File: src/rtl/vita_tx_async_msg_pkg.sv
// vita_tx_async_msg_pkg: state encodings, VITA header field constants and settings offsets for the async message path
package vita_tx_async_msg_pkg;
  typedef enum logic [2:0] {IDLE, HDR, SID, SECS, FRACH, FRACL, CODE} state_t;
  localparam logic [3:0] PKT_TYPE = 4'h5;
  localparam logic [1:0] TSI = 2'b11;
  localparam logic [1:0] TSF = 2'b01;
  localparam logic [15:0] PKT_LEN = 16'd6;
  localparam int SR_SID = 0;
  localparam int SR_CTRL = 1;
  localparam int SR_DROP_CLR = 2;
  function automatic logic [31:0] vita_hdr(input logic [3:0] seq);
    return {PKT_TYPE, 1'b0, 1'b0, 2'b00, TSI, TSF, seq, PKT_LEN};
  endfunction
endpackage

File: src/rtl/vita_tx_async_msg_if.sv
// vita_tx_async_msg_if: 36-bit FIFO stream {occ, eop, sop, word} towards the host
interface vita_tx_async_msg_if;
  logic [35:0] data_o;
  logic src_rdy_o;
  logic dst_rdy_i;
  modport master(output data_o, src_rdy_o, input dst_rdy_i);
  modport slave(input data_o, src_rdy_o, output dst_rdy_i);
endinterface

File: src/rtl/setting_reg.sv
// setting_reg: one settings-bus register at ADDR, with a one-cycle changed strobe after each write
module setting_reg #(
  parameter int ADDR = 0,
  parameter logic [31:0] AT_RESET = '0
) (
  input  logic        clk,
  input  logic        reset_n,
  input  logic        strobe,
  input  logic [7:0]  addr,
  input  logic [31:0] in,
  output logic [31:0] out,
  output logic        changed
);
  logic hit;
  assign hit = strobe && addr == 8'(ADDR);
  always_ff @(posedge clk or negedge reset_n)
    if (!reset_n) begin
      out <= AT_RESET;
      changed <= 1'b0;
    end else begin
      changed <= hit;
      if (hit) out <= in;
    end
endmodule

File: src/rtl/vita_async_msg_queue.sv
// vita_async_msg_queue: synchronous FIFO of captured messages; push while full succeeds only alongside a pop
module vita_async_msg_queue #(
  parameter int DEPTH_LOG2 = 2,
  parameter int WIDTH = 96
) (
  input  logic                  clk,
  input  logic                  reset_n,
  input  logic                  clear,
  input  logic                  wr,
  input  logic [WIDTH-1:0]      din,
  input  logic                  rd,
  output logic [WIDTH-1:0]      dout,
  output logic                  full,
  output logic                  empty,
  output logic [DEPTH_LOG2:0]   count
);
  logic [WIDTH-1:0] mem [2**DEPTH_LOG2];
  logic [DEPTH_LOG2-1:0] wp, rp;
  logic do_wr, do_rd;
  assign full = count[DEPTH_LOG2];
  assign empty = count == '0;
  assign do_rd = rd & ~empty;
  assign do_wr = wr & (~full | do_rd);
  assign dout = mem[rp];
  always_ff @(posedge clk)
    if (do_wr) mem[wp] <= din;
  always_ff @(posedge clk or negedge reset_n)
    if (!reset_n) begin
      wp <= '0;
      rp <= '0;
      count <= '0;
    end else if (clear) begin
      wp <= '0;
      rp <= '0;
      count <= '0;
    end else begin
      wp <= wp + DEPTH_LOG2'(do_wr);
      rp <= rp + DEPTH_LOG2'(do_rd);
      count <= count + (DEPTH_LOG2+1)'(do_wr) - (DEPTH_LOG2+1)'(do_rd);
    end
endmodule

File: src/rtl/vita_tx_async_msg.sv
// vita_tx_async_msg: queues TX error/ack events and emits each as a 6-word VITA extension-context packet
// Define VITA_TX_ASYNC_DROP_CNT_EN for the overflow counter and loss flag in the CODE word.
module vita_tx_async_msg
  import vita_tx_async_msg_pkg::*;
#(
  parameter int BASE = 0,
  parameter int QDEPTH_LOG2 = 2
) (
  input  logic                         clk,
  input  logic                         reset_n,
  input  logic                         clear,
  input  logic                         set_stb,
  input  logic [7:0]                   set_addr,
  input  logic [31:0]                  set_data,
  input  logic [63:0]                  vita_time,
  input  logic                         error,
  input  logic                         ack,
  input  logic [31:0]                  error_code,
  vita_tx_async_msg_if.master          tx,
  output logic [15:0]                  dropped_count,
  output logic [31:0]                  debug
);
  state_t state, state_nxt;
  logic [31:0] sid, ctrl, code_word;
  logic unused_sid_chg, unused_ctrl_chg, unused_ctrl;
  logic [95:0] q_dout, stage;
  logic q_full, q_empty, evt, xfer, pop;
  logic [QDEPTH_LOG2:0] q_count;
  logic [3:0] seqnum;
  setting_reg #(.ADDR(BASE + SR_SID)) sr_sid (
    .clk(clk), .reset_n(reset_n), .strobe(set_stb), .addr(set_addr), .in(set_data),
    .out(sid), .changed(unused_sid_chg)
  );
  setting_reg #(.ADDR(BASE + SR_CTRL)) sr_ctrl (
    .clk(clk), .reset_n(reset_n), .strobe(set_stb), .addr(set_addr), .in(set_data),
    .out(ctrl), .changed(unused_ctrl_chg)
  );
  assign unused_ctrl = ^ctrl[31:1];
  assign evt = ctrl[0] & (error | ack);
  assign tx.src_rdy_o = state != IDLE;
  assign xfer = tx.src_rdy_o & tx.dst_rdy_i;
  // the next message is pulled into staging whenever a packet may start
  assign pop = (state == IDLE || (state == CODE && xfer)) && !q_empty;
  vita_async_msg_queue #(.DEPTH_LOG2(QDEPTH_LOG2), .WIDTH(96)) queue (
    .clk(clk), .reset_n(reset_n), .clear(clear), .wr(evt), .din({error_code, vita_time}),
    .rd(pop), .dout(q_dout), .full(q_full), .empty(q_empty), .count(q_count)
  );
`ifdef VITA_TX_ASYNC_DROP_CNT_EN
  logic drop, drop_clr, drop_pending, code_loss;
  logic [31:0] unused_clr_val;
  setting_reg #(.ADDR(BASE + SR_DROP_CLR)) sr_drop_clr (
    .clk(clk), .reset_n(reset_n), .strobe(set_stb), .addr(set_addr), .in(set_data),
    .out(unused_clr_val), .changed(drop_clr)
  );
  assign drop = evt & q_full & ~pop;
  // loss flag is latched on entering CODE so the word stays stable under backpressure
  always_ff @(posedge clk or negedge reset_n)
    if (!reset_n) begin
      dropped_count <= '0;
      drop_pending <= 1'b0;
      code_loss <= 1'b0;
    end else if (clear) begin
      dropped_count <= '0;
      drop_pending <= 1'b0;
      code_loss <= 1'b0;
    end else begin
      if (drop_clr) dropped_count <= '0;
      else if (drop && dropped_count != 16'hFFFF) dropped_count <= dropped_count + 16'd1;
      if (state == FRACL && xfer) begin
        code_loss <= drop_pending | drop;
        drop_pending <= 1'b0;
      end else drop_pending <= drop_pending | drop;
    end
  assign code_word = {stage[95:80], stage[79] | code_loss, stage[78:64]};
`else
  assign dropped_count = 16'd0;
  assign code_word = stage[95:64];
`endif
  always_ff @(posedge clk or negedge reset_n)
    if (!reset_n) begin
      state <= IDLE;
      seqnum <= '0;
      stage <= '0;
    end else if (clear) begin
      state <= IDLE;
      seqnum <= '0;
    end else begin
      state <= state_nxt;
      if (pop) stage <= q_dout;
      if (state == CODE && xfer) seqnum <= seqnum + 4'd1;
    end
  always_comb begin
    state_nxt = (state == IDLE || (state == CODE && xfer)) ? (q_empty ? IDLE : HDR) :
                xfer ? state_t'(state + 3'd1) : state;
    tx.data_o = '0;
    case (state)
      HDR:     tx.data_o = {4'b0001, vita_hdr(seqnum)};
      SID:     tx.data_o = {4'b0000, sid};
      SECS:    tx.data_o = {4'b0000, stage[63:32]};
      FRACL:   tx.data_o = {4'b0000, stage[31:0]};
      CODE:    tx.data_o = {4'b0010, code_word};
      default: tx.data_o = '0;
    endcase
  end
  assign debug = {state, q_count, q_full, q_empty, error, ack, tx.src_rdy_o, tx.dst_rdy_i,
                  {(22-QDEPTH_LOG2){1'b0}}};
endmodule

File: src/flat_wrapper.sv
// flat-port wrapper written by rule: the top's interface ports become plain ports
module vita_tx_async_msg_flat import vita_tx_async_msg_pkg::*;
#(
  parameter int BASE = 0,
  parameter int QDEPTH_LOG2 = 2
)
  (clk, reset_n, clear, set_stb, set_addr, set_data, vita_time, error, ack, error_code, dropped_count, debug, tx_data_o, tx_src_rdy_o, tx_dst_rdy_i);
  vita_tx_async_msg_if tx_i ();
  input  logic clk;
  input  logic reset_n;
  input  logic clear;
  input  logic set_stb;
  input  logic [7:0] set_addr;
  input  logic [31:0] set_data;
  input  logic [63:0] vita_time;
  input  logic error;
  input  logic ack;
  input  logic [31:0] error_code;
  output logic [15:0] dropped_count;
  output logic [31:0] debug;
  output wire logic [$bits(tx_i.data_o)-1:0] tx_data_o;
  output wire logic [$bits(tx_i.src_rdy_o)-1:0] tx_src_rdy_o;
  input wire logic [$bits(tx_i.dst_rdy_i)-1:0] tx_dst_rdy_i;
  assign tx_data_o = tx_i.data_o;
  assign tx_src_rdy_o = tx_i.src_rdy_o;
  assign tx_i.dst_rdy_i = tx_dst_rdy_i;
  vita_tx_async_msg #(.BASE(BASE), .QDEPTH_LOG2(QDEPTH_LOG2)) u_core (.clk(clk), .reset_n(reset_n), .clear(clear), .set_stb(set_stb), .set_addr(set_addr), .set_data(set_data), .vita_time(vita_time), .error(error), .ack(ack), .error_code(error_code), .tx(tx_i), .dropped_count(dropped_count), .debug(debug));
endmodule
File: config.mk
export PLATFORM = sky130hd
export DESIGN_NAME = vita_tx_async_msg_flat
export DESIGN_NICKNAME = d
export VERILOG_FILES = /design/src/rtl/vita_tx_async_msg_pkg.sv /design/src/rtl/vita_tx_async_msg_if.sv /design/src/rtl/setting_reg.sv /design/src/rtl/vita_async_msg_queue.sv /design/src/rtl/vita_tx_async_msg.sv /design/src/flat_wrapper.sv
export SDC_FILE = /design/constraint.sdc
export NUM_CORES = 1
export LEC_CHECK = 0
export CAP_MARGIN = 20
export CORE_UTILIZATION = 60
export DETAILED_ROUTE_END_ITERATION = 10
export PLACE_DENSITY_LB_ADDON = 0.2
export SYNTH_ARGS = -nofsm -noshare
export SYNTH_HDL_FRONTEND = slang
export SYNTH_SLANG_ARGS = --single-unit
File: constraint.sdc
create_clock -name clk -period 24.7 [get_ports clk]
set_input_delay 2.47 -clock clk [delete_from_list [all_inputs] [get_ports clk]]
set_output_delay 2.47 -clock clk [all_outputs]
set_load 0.01 [all_outputs]
==> summary.txt, run 1 <==
CTS
  • Clock transition at path regs: roughly 0.060 ns
  • Root buffer cell: clkbuf_16
  • CTS Hold Bufs: 0
  • H-tree depth reported by CTS: 2
  • Clk Latency, worst-skew pair: ~0.57 ns
  • Setup Buffers After CTS: 0
  • Clock Sinks: between 500 and 600
  • TritonCTS buffer count: 52
  • CTS resizes: 0
  • CTS tree: done
  • CTS Buffer Depth: 3

Setup path
  • Crit path capture: tx_data_o[29]
  • WP data arrival: around 3.9 ns
  • R2R Path End: u_core.stage[65]
  • Critical path launch point: u_core.state[0]
  • Setup slack, reg-to-reg: 20.62 ns
  • Reg2reg path depth: 8
  • RR Startpoint: u_core.state[0]
  • CP Launch Type: register
  • CP required: approximately 22 ns
  • Kind of critical path: reg -> out
  • Crit Path Max Fanout: a little over 40
  • Worst setup EP type: primary output

Pwr
  • VDD IR max: approximately 66 µV
  • Power Density: approximately 98 mW/mm²
  • Leak: roughly 8.4 nW

Synthesis
  • Synth top area share: a little under three fifths
  • Synth Instances: just over 1000
  • Synth warn: 0
  • Cell taking the most area after synthesis: edfxtp_1
  • Syn Area/Cell: approximately 20 µm²
  • Synth top cells by count: edfxtp_1 (384), dfrtp_1 (143), mux2_2 (129)
  • Top_reg_cell synth: edfxtp_1
  • Register area share after synthesis: ~73%
  • Mapped Area: 0.0206 mm²
  • EDFF count, synth: around 380
  • Asr flop ratio synth: 27.1%
  • Netlist cell types: 43
  • Largest cells by area after synthesis: edfxtp_1 (56%), dfrtp_1 (17%), mux4_2 (11%)
  • Leading cell type by number of instances after synthesis: edfxtp_1
  • Register bit total from synthesis: around 530

Worst hold path
  • Hold WC Path Type: reg -> reg

STA
  • Hold Vio Cnt, Final: 0
  • Slew HR: between 20 and 25%
  • Period Utilization, post-route: 25.9%
  • Final-report setup violation count: 0
  • Unrepaired setup endpoints after global routing: no
  • Setup TNS: 0 ns
  • Slew Limit Fails: 0
  • Worst hold margin: a little under 0.5 ns
  • Fin Clk Skew: ~0.012 ns
  • Fmax: approximately 160 MHz
  • Min Tclk post-route: about 6.4 ns
  • Worst Tran Pin Value: roughly 1.1 ns

Die
  • Initial core utilization: just over 60%
  • Total core area: 0.0336 mm²
  • Num ports: ~230
  • Die Y: between 150 and 200 µm
  • Die ar.: ~0.035 mm²
  • # rows: 67
  • Die Width: roughly 190 µm

Detailed routing
  • Post-DR vias/cell: 6.16
  • Antenna Violating Nets Remaining: 0
  • DRC Markers: 0
  • DR pass1 iterations: 7
  • Avg WL per Cell: roughly 26 µm
  • Vias: around 11000
  • Post-Route WL: about 45 mm
  • DR iter-0 viols: between 900 and 1000

Global route
  • GR Overflow Total: 0
  • Initial antenna violation count: 2
  • Global-route wire length before repair: 67.6 mm
  • Largest net degree at the start of global routing: 91
  • Gr usage total: a little over a quarter
  • Vias in the first global route: 10900

Layout
  • Layout cells sized above 1: between 20% and 30%
  • FF+latch area: 0.0151 mm²
  • Area occupied by multi-input gates: around 0.0050 mm²
  • Nets: ~1400
  • FILL cells: about 2000
  • Area grow syn2layout: 18.9%

Placement
  • IO buf count: about 190
  • GPL Wtd Cong: between 0.7 and 0.8
  • HPWL after DPL: approximately 26 mm

Outcome
  • Status: finished clean

Flow run
  • Total of max-cap violations: 0
where the power goes:
part / switching (mW) / internal, mW / total, mW
Sequential: 0.0811 / 1.05 / 1.13
Clock: 0.322 / 0.466 / 0.788
Combinational: 0.213 / 0.267 / 0.480
Total: 0.616 / 1.78 / 2.40
cells in the final DEF, fill, tap and decap left out, types with 2 or more instances in the layout:
cell             instances
bufinv_16                5
mux4_2                  96
a22oi_1                 40
edfxtp_1               384
buf_4                   19
clkinvlp_4               2
clkinv_2                 5
nor3b_2                  2
a221oi_1                 9
clkbuf_8                 8
inv_1                   10
dfrtp_4                  2
clkbuf_1                16
xnor2_1                  3
xor2_1                   3
nor2_1                   8
a21oi_1                  8
ha_1                     8
mux2_2                 129
ha_2                     2
diode_2                  2
nand2_1                  6
clkdlybuf4s50_1        188
a222oi_1                 7
nand3_1                  2
mux2_1                   2
dfrtp_1                141
clkinv_1                 5
nor3_1                   3
o21ai_0                 32
mux2i_1                  2
nand2b_1                 3
clkbuf_16               52
clkinv_4                 2
conb_1                  38
nor2b_1                  4
how the worst min path moves through the flow:
| stage | start | endpoint | depth (start not counted) |
|---|---|---|---|
| after floorplan | u_core.sr_sid.out[5] | u_core.sr_sid.out[5] | 1 |
| after global placement | u_core.sr_sid.out[6] | u_core.sr_sid.out[6] | 1 |
| after detailed placement | u_core.sr_sid.out[5] | u_core.sr_sid.out[5] | 1 |
| after CTS | u_core.sr_sid.out[5] | u_core.sr_sid.out[5] | 1 |
| after global routing | u_core.sr_sid.out[5] | u_core.sr_sid.out[5] | 1 |
| final | u_core.sr_sid.out[5] | u_core.sr_sid.out[5] | 1 |
sequential cells by signal, summed over array words and instances, names as in the netlist:
register	cells
u_core.queue.wp	2
u_core.queue.count	3
u_core.stage	96
u_core.sr_sid.out	32
u_core.sr_ctrl.out	1
u_core.queue.rp	2
u_core.seqnum	4
u_core.state	3
u_core.queue.mem	384
routing by layer:
metal / GRT usage, % / vias to the layer above / part of all wire (%) / wire length [µm]
met5: 0 / - / 0 / 0
met4: 7.41 / 0 / 2.2 / 964
met3: 5.10 / 66 / 7.5 / 3350
met2: 41.7 / 520 / 49 / 22000
met1: 37.7 / 5562 / 41 / 18500
li1: - / 4429 / - / -
layout make-up:
type / instances / share of cell area, %
inverters: 10 / 0.153
repair buffers: 209 / 8.43
diodes: 2 / 0.0205
well taps: 448 / 2.29
flip-flops and latches: 527 / 61.8
multi-input cells: 424 / 20.3
clock inverters: 21 / 1.03
clock buffers: 76 / 6.01
logic make-up (layout without fill, tap and decap cells):
family	Yosys count	count (layout)	share of synthesized area [%]
and+or+nand+nor	38	38	1.11
AOI/OAI and AO/OA	102	102	3.46
other	1	40	0.0182
xor gates and xnor gates	6	6	0.255
DFF	527	527	73.4
adders and majority gates	11	11	0.705
muxes	229	229	17.8
buffers and inverters	111	316	3.29
metrics by stage:
| step | cell area [µm²] | setup WS (ns) | power [mW] | instances | util, % |
|---|---|---|---|---|---|
| after floorplan | 20700 | 13.94 | 1.46 | 1062 | - |
| after global placement | 22700 | 18.44 | 1.61 | 1617 | 67.6 |
| after detailed placement | 22700 | 18.44 | 1.62 | 1617 | 67.6 |
| after CTS | 24400 | 18.34 | 2.41 | 1714 | 72.7 |
| after global routing | 24500 | 18.21 | 2.49 | 1717 | 72.8 |
| final | 24500 | 18.31 | 2.40 | 1717 | 72.8 |
worst max-delay path, stage by stage (launching register included):
cell             delay, ns
dfrtp_1               0.45
inv_1                 0.12
ha_2                  0.16
buf_4                 0.53
nor2b_2               1.03
a22oi_1               0.22
o21ai_0               0.21
clkdlybuf4s50_1       0.60
No activity file was read; power rests on OpenSTA's default activity.
==> run 2, diff against run 1 <==
--- a/config.mk
+++ b/config.mk
@@ -6,7 +6,7 @@
 export NUM_CORES = 1
 export LEC_CHECK = 0
 export CAP_MARGIN = 20
-export CORE_UTILIZATION = 60
+export CORE_UTILIZATION = 56
 export DETAILED_ROUTE_END_ITERATION = 10
 export PLACE_DENSITY_LB_ADDON = 0.2
 export SYNTH_ARGS = -nofsm -noshare
==> constraint.sdc (replaced) <==
create_clock -name clk -period 6.1 [get_ports clk]
set_input_delay 0.61 -clock clk [delete_from_list [all_inputs] [get_ports clk]]
set_output_delay 0.61 -clock clk [all_outputs]
set_load 0.01 [all_outputs]
==> summary.txt, run 2 (same netlist as run 1, synthesis figures left out) <==
Outcome
  • Status: finished clean

Setup path
  • CP top delay family: buffers and inverters
  • R2R Path End: u_core.queue.mem[3][31]
  • Crit path capture: tx_data_o[13]
  • Max stage delay on crit path: 0.65 ns (-0.38 ns)
  • Reg2reg path depth: 7 (-1)
  • CP Launch Type: register
  • Crit path cell chain: inv_1, ha_2, nor2b_2, buf_8, a22oi_1, o21ai_0, clkdlybuf4s50_1
  • CP Depth: 7 (unchanged)
  • CP required: 5.49 ns (-16.74 ns)
  • WP data arrival: 3.40 ns (-0.52 ns)
  • Critical path launch point: u_core.state[0]
  • RR Startpoint: u_core.state[0]
  • Crit Path Max Fanout: 23 (-44%)
  • Kind of critical path: reg -> out
  • Bufs and invs on worst path: 3 (unchanged)
  • Worst setup EP type: primary output
  • Setup slack, reg-to-reg: 2.59 ns (-18.03 ns)
  • Slowest-stage cell, CP: nor2b_2

Detailed routing
  • Post-Route WL: 43.9 mm (-2.0%)
  • Avg WL per Cell: 25.4 µm (-2.4%)
  • DRC Markers: 0 (unchanged)
  • Vias: 10300 (-2.5%)
  • DR iter-0 viols: 777 (-20%)
  • Antenna Violating Nets Remaining: 0 (unchanged)
  • Post-DR vias/cell: 5.98 (-2.9%)
  • DR pass1 iterations: 7 (unchanged)

Pwr
  • Post-layout power: 9.62 mW (+300%)
  • Leak: 8.41 nW (-0.40%)
  • VDD IR max: 263 µV (+300%)
  • Power Density: 393 mW/mm² (+300%)

Die
  • Die Width: 194 µm (+3.5%)
  • # rows: 69 (+3.0%)
  • Initial core utilization: 57.5% (-3.8 points)
  • Num ports: 228 (unchanged)
  • Die Y: 194 µm (+3.5%)
  • Total core area: 0.0358 mm² (+6.6%)
  • Die ar.: 0.0375 mm² (+7.1%)

CTS
  • CTS tree: done
  • Root buffer cell: clkbuf_16
  • Clock Sinks: 527 (unchanged)
  • CTS Hold Bufs: 0 (unchanged)
  • Setup Buffers After CTS: 0 (unchanged)
  • CTS resizes: 0 (unchanged)
  • Clock transition at path regs: 0.06 ns (about the same)
  • TritonCTS buffer count: 52 (unchanged)
  • CTS Buffer Depth: 3 (unchanged)
  • H-tree depth reported by CTS: 2 (unchanged)
  • Clk Latency, worst-skew pair: 0.56 ns (about the same)

Layout
  • Commonest non-fill, non-tap cell in the layout: edfxtp_1
  • Nets: 1374 (-0.29%)
  • Largest Register: u_core.queue.mem
  • Area grow syn2layout: 18.8% (about the same)
  • Layout cells sized above 1: 26.0% (-0.61 points)
  • Max reg flops: 384 (unchanged)
  • Finished Cell Area: 0.0245 mm² (about the same)
  • Largest regs: u_core.queue.mem: 384 flops, u_core.stage: 96 flops, u_core.sr_sid.out: 32 flops
  • Fin util: 68.3% (-4.5 points)
  • Commonest cells after routing, fill and taps aside: edfxtp_1 (384), clkdlybuf4s50_1 (188), dfrtp_1 (141)

Global route
  • Initial antenna violation count: 7 (+5)
  • Vias in the first global route: 10600 (-3.5%)
  • Global-route wire length before repair: 66.9 mm (-1.1%)
  • Largest net degree at the start of global routing: 97 (+6.6%)
  • Gr usage total: 24.1% (-2.1 points)
  • GR Overflow Total: 0 (unchanged)

Placement
  • Placed cell area: 0.0228 mm² (+0.28%)
  • DP Worst Slack: 2.27 ns (-16.16 ns)
  • HPWL after DPL: 26.3 mm (+0.40%)
  • GPL Wtd Cong: 0.814 (+5.7%)
  • IO buf count: 189 (unchanged)

STA
  • Slew HR: 28.6% (+5.5 points)
  • Worst Tran Pin Value: 1.07 ns (-0.0772 ns)
  • Slew Limit Fails: 0 (unchanged)
  • Unrepaired setup endpoints after global routing: no
  • Fmax: roughly 250 MHz
  • Period Utilization, post-route: around 66%
  • Fin Clk Skew: 0.00906 ns (-0.00260 ns)
  • Hold Vio Cnt, Final: 0 (unchanged)
  • Min Tclk post-route: 4.01 ns
  • Fin worst setup slack: 2.09 ns (-16.22 ns)
  • Final-report setup violation count: 0 (unchanged)
  • Setup TNS: 0 ns (unchanged)

Worst hold path
  • Hold WC Path Type: in -> async

Flow run
  • Total of max-cap violations: 0 (unchanged)
run 2: changes by cell type in the layout (fill, tap and decap cells not counted), moves of 2 or more:
cell	change
buf_12	+4
clkinvlp_4	-2
clkbuf_1	+5
clkbuf_8	-4
buf_4	-9
nor3b_2	-2
nor3b_4	+2
clkinv_2	+4
run 2: worst reg2reg max path: cells and delay by family (launching register included):
kind | cells | cell delay [ns]
AO/OA/AOI/OAI | 1 | 0.38
adder cells (fa/ha/maj) | 1 | 0.55
buffers and inverters | 3 | 0.75
flip-flops | 1 | 0.45
AND/OR/NAND/NOR | 2 | 1.05
run 2: worst min-delay path by stage:
stage / endpoint / from / cells after the start
after floorplan: u_core.queue.count[0] / reset_n / 0
after global placement: u_core.sr_sid.out[5] / u_core.sr_sid.out[5] / 1
after detailed placement: u_core.sr_sid.out[5] / u_core.sr_sid.out[5] / 1
after CTS: u_core.stage[37] / reset_n / 1
after global routing: u_core.stage[40] / reset_n / 1
final: u_core.stage[40] / reset_n / 1
run 2: final cells by class:
cell class,instances,area [µm²]
sequential,527,15100
fill,2279,11400
multi-input combinational,424,4980
timing repair buffer,205,2090
clock buffer,78,1460
tap,461,577
clock inverter,18,189
inverter,10,37.5
antenna,1,2.50
run 2: where the power goes:
part | total (mW) | switching [mW] | internal, mW
logic | 1.92 | 0.828 | 1.09
clock network | 3.09 | 1.27 | 1.82
registers | 4.61 | 0.369 | 4.24
total | 9.62 | 2.46 | 7.16
run 2: per-layer routing:
| metal | global-route usage (%) | part of all wire, % | routed length [µm] | up-vias |
|---|---|---|---|---|
| met5 | 0 | 0.18 | 81 | - |
| met4 | 6.87 | 2.3 | 991 | 12 |
| met3 | 6.49 | 7.8 | 3420 | 80 |
| met2 | 37.5 | 48 | 21200 | 369 |
| met1 | 34.0 | 42 | 18200 | 5424 |
| li1 | - | - | - | 4432 |
run 2: per-stage QoR:
stage	instances	hold WS [ns]
finish	1724	0.130
global route	1724	0.209
CTS	1722	0.177
detailed placement	1626	0.481
global placement	1625	0.478
floorplan	1062	0.314
==> run 3, diff against run 2 <==
--- a/config.mk
+++ b/config.mk
@@ -6,7 +6,7 @@
 export NUM_CORES = 1
 export LEC_CHECK = 0
 export CAP_MARGIN = 20
-export CORE_UTILIZATION = 56
+export CORE_UTILIZATION = 51
 export DETAILED_ROUTE_END_ITERATION = 10
 export PLACE_DENSITY_LB_ADDON = 0.2
 export SYNTH_ARGS = -nofsm -noshare
==> constraint.sdc (replaced) <==
create_clock -name clk -period 3.37 [get_ports clk]
set_input_delay 0.337 -clock clk [delete_from_list [all_inputs] [get_ports clk]]
set_output_delay 0.337 -clock clk [all_outputs]
set_load 0.01 [all_outputs]
==> summary.txt, run 3 (same netlist as run 1, synthesis figures left out) <==
STA
  • Setup TNS: 0 ns (unchanged)
  • Hold Vio Cnt, Final: 0 (unchanged)
  • Final-report setup violation count: 0 (unchanged)
  • Fin Clk Skew: 0.0173 ns (+0.00820 ns)
  • Period Utilization, post-route: 96.2%
  • Min Tclk post-route: around 3.2 ns
  • Unrepaired setup endpoints after global routing: no
  • Slew Limit Fails: 0 (unchanged)
  • Fmax: 309 MHz
  • Slew HR: 41.4% (+13 points)
  • Worst Tran Pin Value: 0.879 ns (-0.192 ns)

Layout
  • FILL cells: 2795 (+23%)
  • Commonest non-fill, non-tap cell in the layout: edfxtp_1
  • Nets: 1389 (+1.1%)
  • Layout cells sized above 1: 28.8% (+2.8 points)
  • Fin util: 62.9% (-5.3 points)
  • Commonest cells after routing, fill and taps aside: edfxtp_1 (384), clkdlybuf4s50_1 (188), dfrtp_1 (138)
  • Max reg flops: 384 (unchanged)
  • Area grow syn2layout: 21.4%
  • Largest Register: u_core.queue.mem
  • Finished Cell Area: 0.0250 mm² (+2.2%)
  • Largest regs: u_core.queue.mem: 384 flops, u_core.stage: 96 flops, u_core.sr_sid.out: 32 flops
  • Final Non-Filler Cells: 1808 (+4.9%)

Placement
  • GPL Wtd Cong: 0.835 (+2.6%)
  • HPWL after DPL: 28.4 mm (+7.6%)
  • Placed cell count: 1705 (+4.9%)
  • Placed cell area: 0.0231 mm² (+1.4%)
  • IO buf count: 189 (unchanged)

Detailed routing
  • Post-DR vias/cell: 5.73 (-4.2%)
  • Post-Route WL: 44.7 mm (+1.9%)
  • DRC Markers: 0 (unchanged)
  • Antenna Violating Nets Remaining: 0 (unchanged)
  • Avg WL per Cell: 24.7 µm (-2.8%)
  • DR iter-0 viols: 803 (+3.3%)
  • DR pass1 iterations: 5 (-2)
  • Vias: 10400 (+0.47%)

CTS
  • TritonCTS buffer count: 52 (unchanged)
  • Clk Latency, worst-skew pair: 0.59 ns (+0.03 ns)
  • Clock transition at path regs: 0.06 ns (about the same)
  • H-tree depth reported by CTS: 2 (unchanged)
  • CTS Buffer Depth: 3 (unchanged)
  • Clock Sinks: 527 (unchanged)
  • CTS tree: done
  • Root buffer cell: clkbuf_16

Die
  • # rows: 73 (+5.8%)
  • Initial core utilization: 51.8% (-5.6 points)
  • Die ar.: 0.0412 mm² (+9.7%)
  • Num ports: 228 (unchanged)
  • Total core area: 0.0397 mm² (+11%)
  • Die Width: 203 µm (+4.7%)
  • Die Y: 203 µm (+4.7%)

Setup path
  • Kind of critical path: reg -> out
  • WP data arrival: 2.90 ns (-0.50 ns)
  • CP required: 3.03 ns (-2.46 ns)
  • Worst setup EP type: primary output
  • Crit Path Max Fanout: 22 (-4.3%)
  • CP Launch Type: register

Flow run
  • Total of max-cap violations: 0 (unchanged)

Pwr
  • Power Density: 724 mW/mm² (+84%)
  • VDD IR max: 484 µV (+84%)
  • Post-layout power: 18.1 mW (+88%)
  • Leak: 8.61 nW (+2.4%)

Outcome
  • Status: finished clean

Global route
  • Vias in the first global route: 10700 (+1.5%)
  • Gr usage total: 22.4% (-1.7 points)
  • GR Overflow Total: 0 (unchanged)
  • Initial antenna violation count: 6 (-1)
  • Global-route wire length before repair: 67.7 mm (+1.1%)
  • Largest net degree at the start of global routing: 84 (-13%)

Worst hold path
  • Hold WC Path Type: in -> reg
-- run 3: cell count changes in the layout (fill, tap and decap cells not counted), sizes merged --
cell	before	now
inv	10	12
clkinvlp	0	4
diode	1	4
clkbuf	78	70
buf	17	31
dlygate4sd3	0	1
bufinv	4	8
-- run 3: critical path, stage by stage, from the launching register on --
cell	delay, ns
dfrtp_2	0.47
inv_4	0.10
ha_4	0.31
buf_4	0.36
a22oi_1	0.16
o21ai_1	0.30
clkdlybuf4s50_1	0.62
-- run 3: what timing repair did --
action,CTS,global route
setup endpoints to repair,10,19
resized for setup,2,3
hold endpoints to repair,81,0
buffers inserted,0,0
hold buffers,1,0
-- run 3: final timing paths --
check / slack [ns] / endpoint / cells after the start / startpoint
setup reg to reg: 0.64 / u_core.queue.count[2] / 11 / u_core.state[0]
hold reg to reg: 0.50 / u_core.sr_sid.out[6] / 1 / u_core.sr_sid.out[6]
max in group asynchronous: 2.04 / u_core.stage[73] / 3 / reset_n
setup / recovery: 0.13 / tx_data_o[29] / 6 / u_core.state[0]
min in group asynchronous: 0.41 / u_core.stage[16] / 2 / reset_n
hold / removal: 0.37 / u_core.sr_sid.out[5] / 2 / set_data[5]
-- run 3: cell type report --
class,instances,area [µm²],share of cell area [%]
antenna,4,10.0,0.0400
clock buffer,70,1500,6.00
clock inverter,28,357,1.43
inverter,10,40.0,0.160
multi-input combinational,424,5040,20.2
sequential,527,15100,60.5
tap,525,657,2.63
timing repair buffer,220,2280,9.11
-- run 3: metrics by stage --
step	worst slack (ns)	hold WS, ns
6_report	0.130	0.368
5_1_grt	0.0110	0.348
4_1_cts	-0.0176	0.340
3_5_place_dp	0.598	0.477
3_3_place_gp	0.607	0.476
2_1_floorplan	-0.641	0.0414
-- run 3: report_power, final --
| group | total (mW) | internal [mW] | leakage, nW | switching [mW] |
|---|---|---|---|---|
| clock | 6.14 | 3.74 | 0.914 | 2.40 |
| combinational | 3.66 | 2.06 | 2.48 | 1.59 |
| sequential | 8.30 | 7.68 | 5.22 | 0.617 |
| total | 18.1 | 13.5 | 8.61 | 4.61 |
-- run 3: routing by layer --
metal / wire length, µm / track usage [%] / vias up / share of wire [%]
li1: - / - / 4460 / -
met1: 19500 / 33.0 / 5484 / 44
met2: 21200 / 34.1 / 349 / 47
met3: 2970 / 4.69 / 71 / 6.6
met4: 1050 / 6.77 / 2 / 2.4
met5: 12 / 0 / - / 0.027
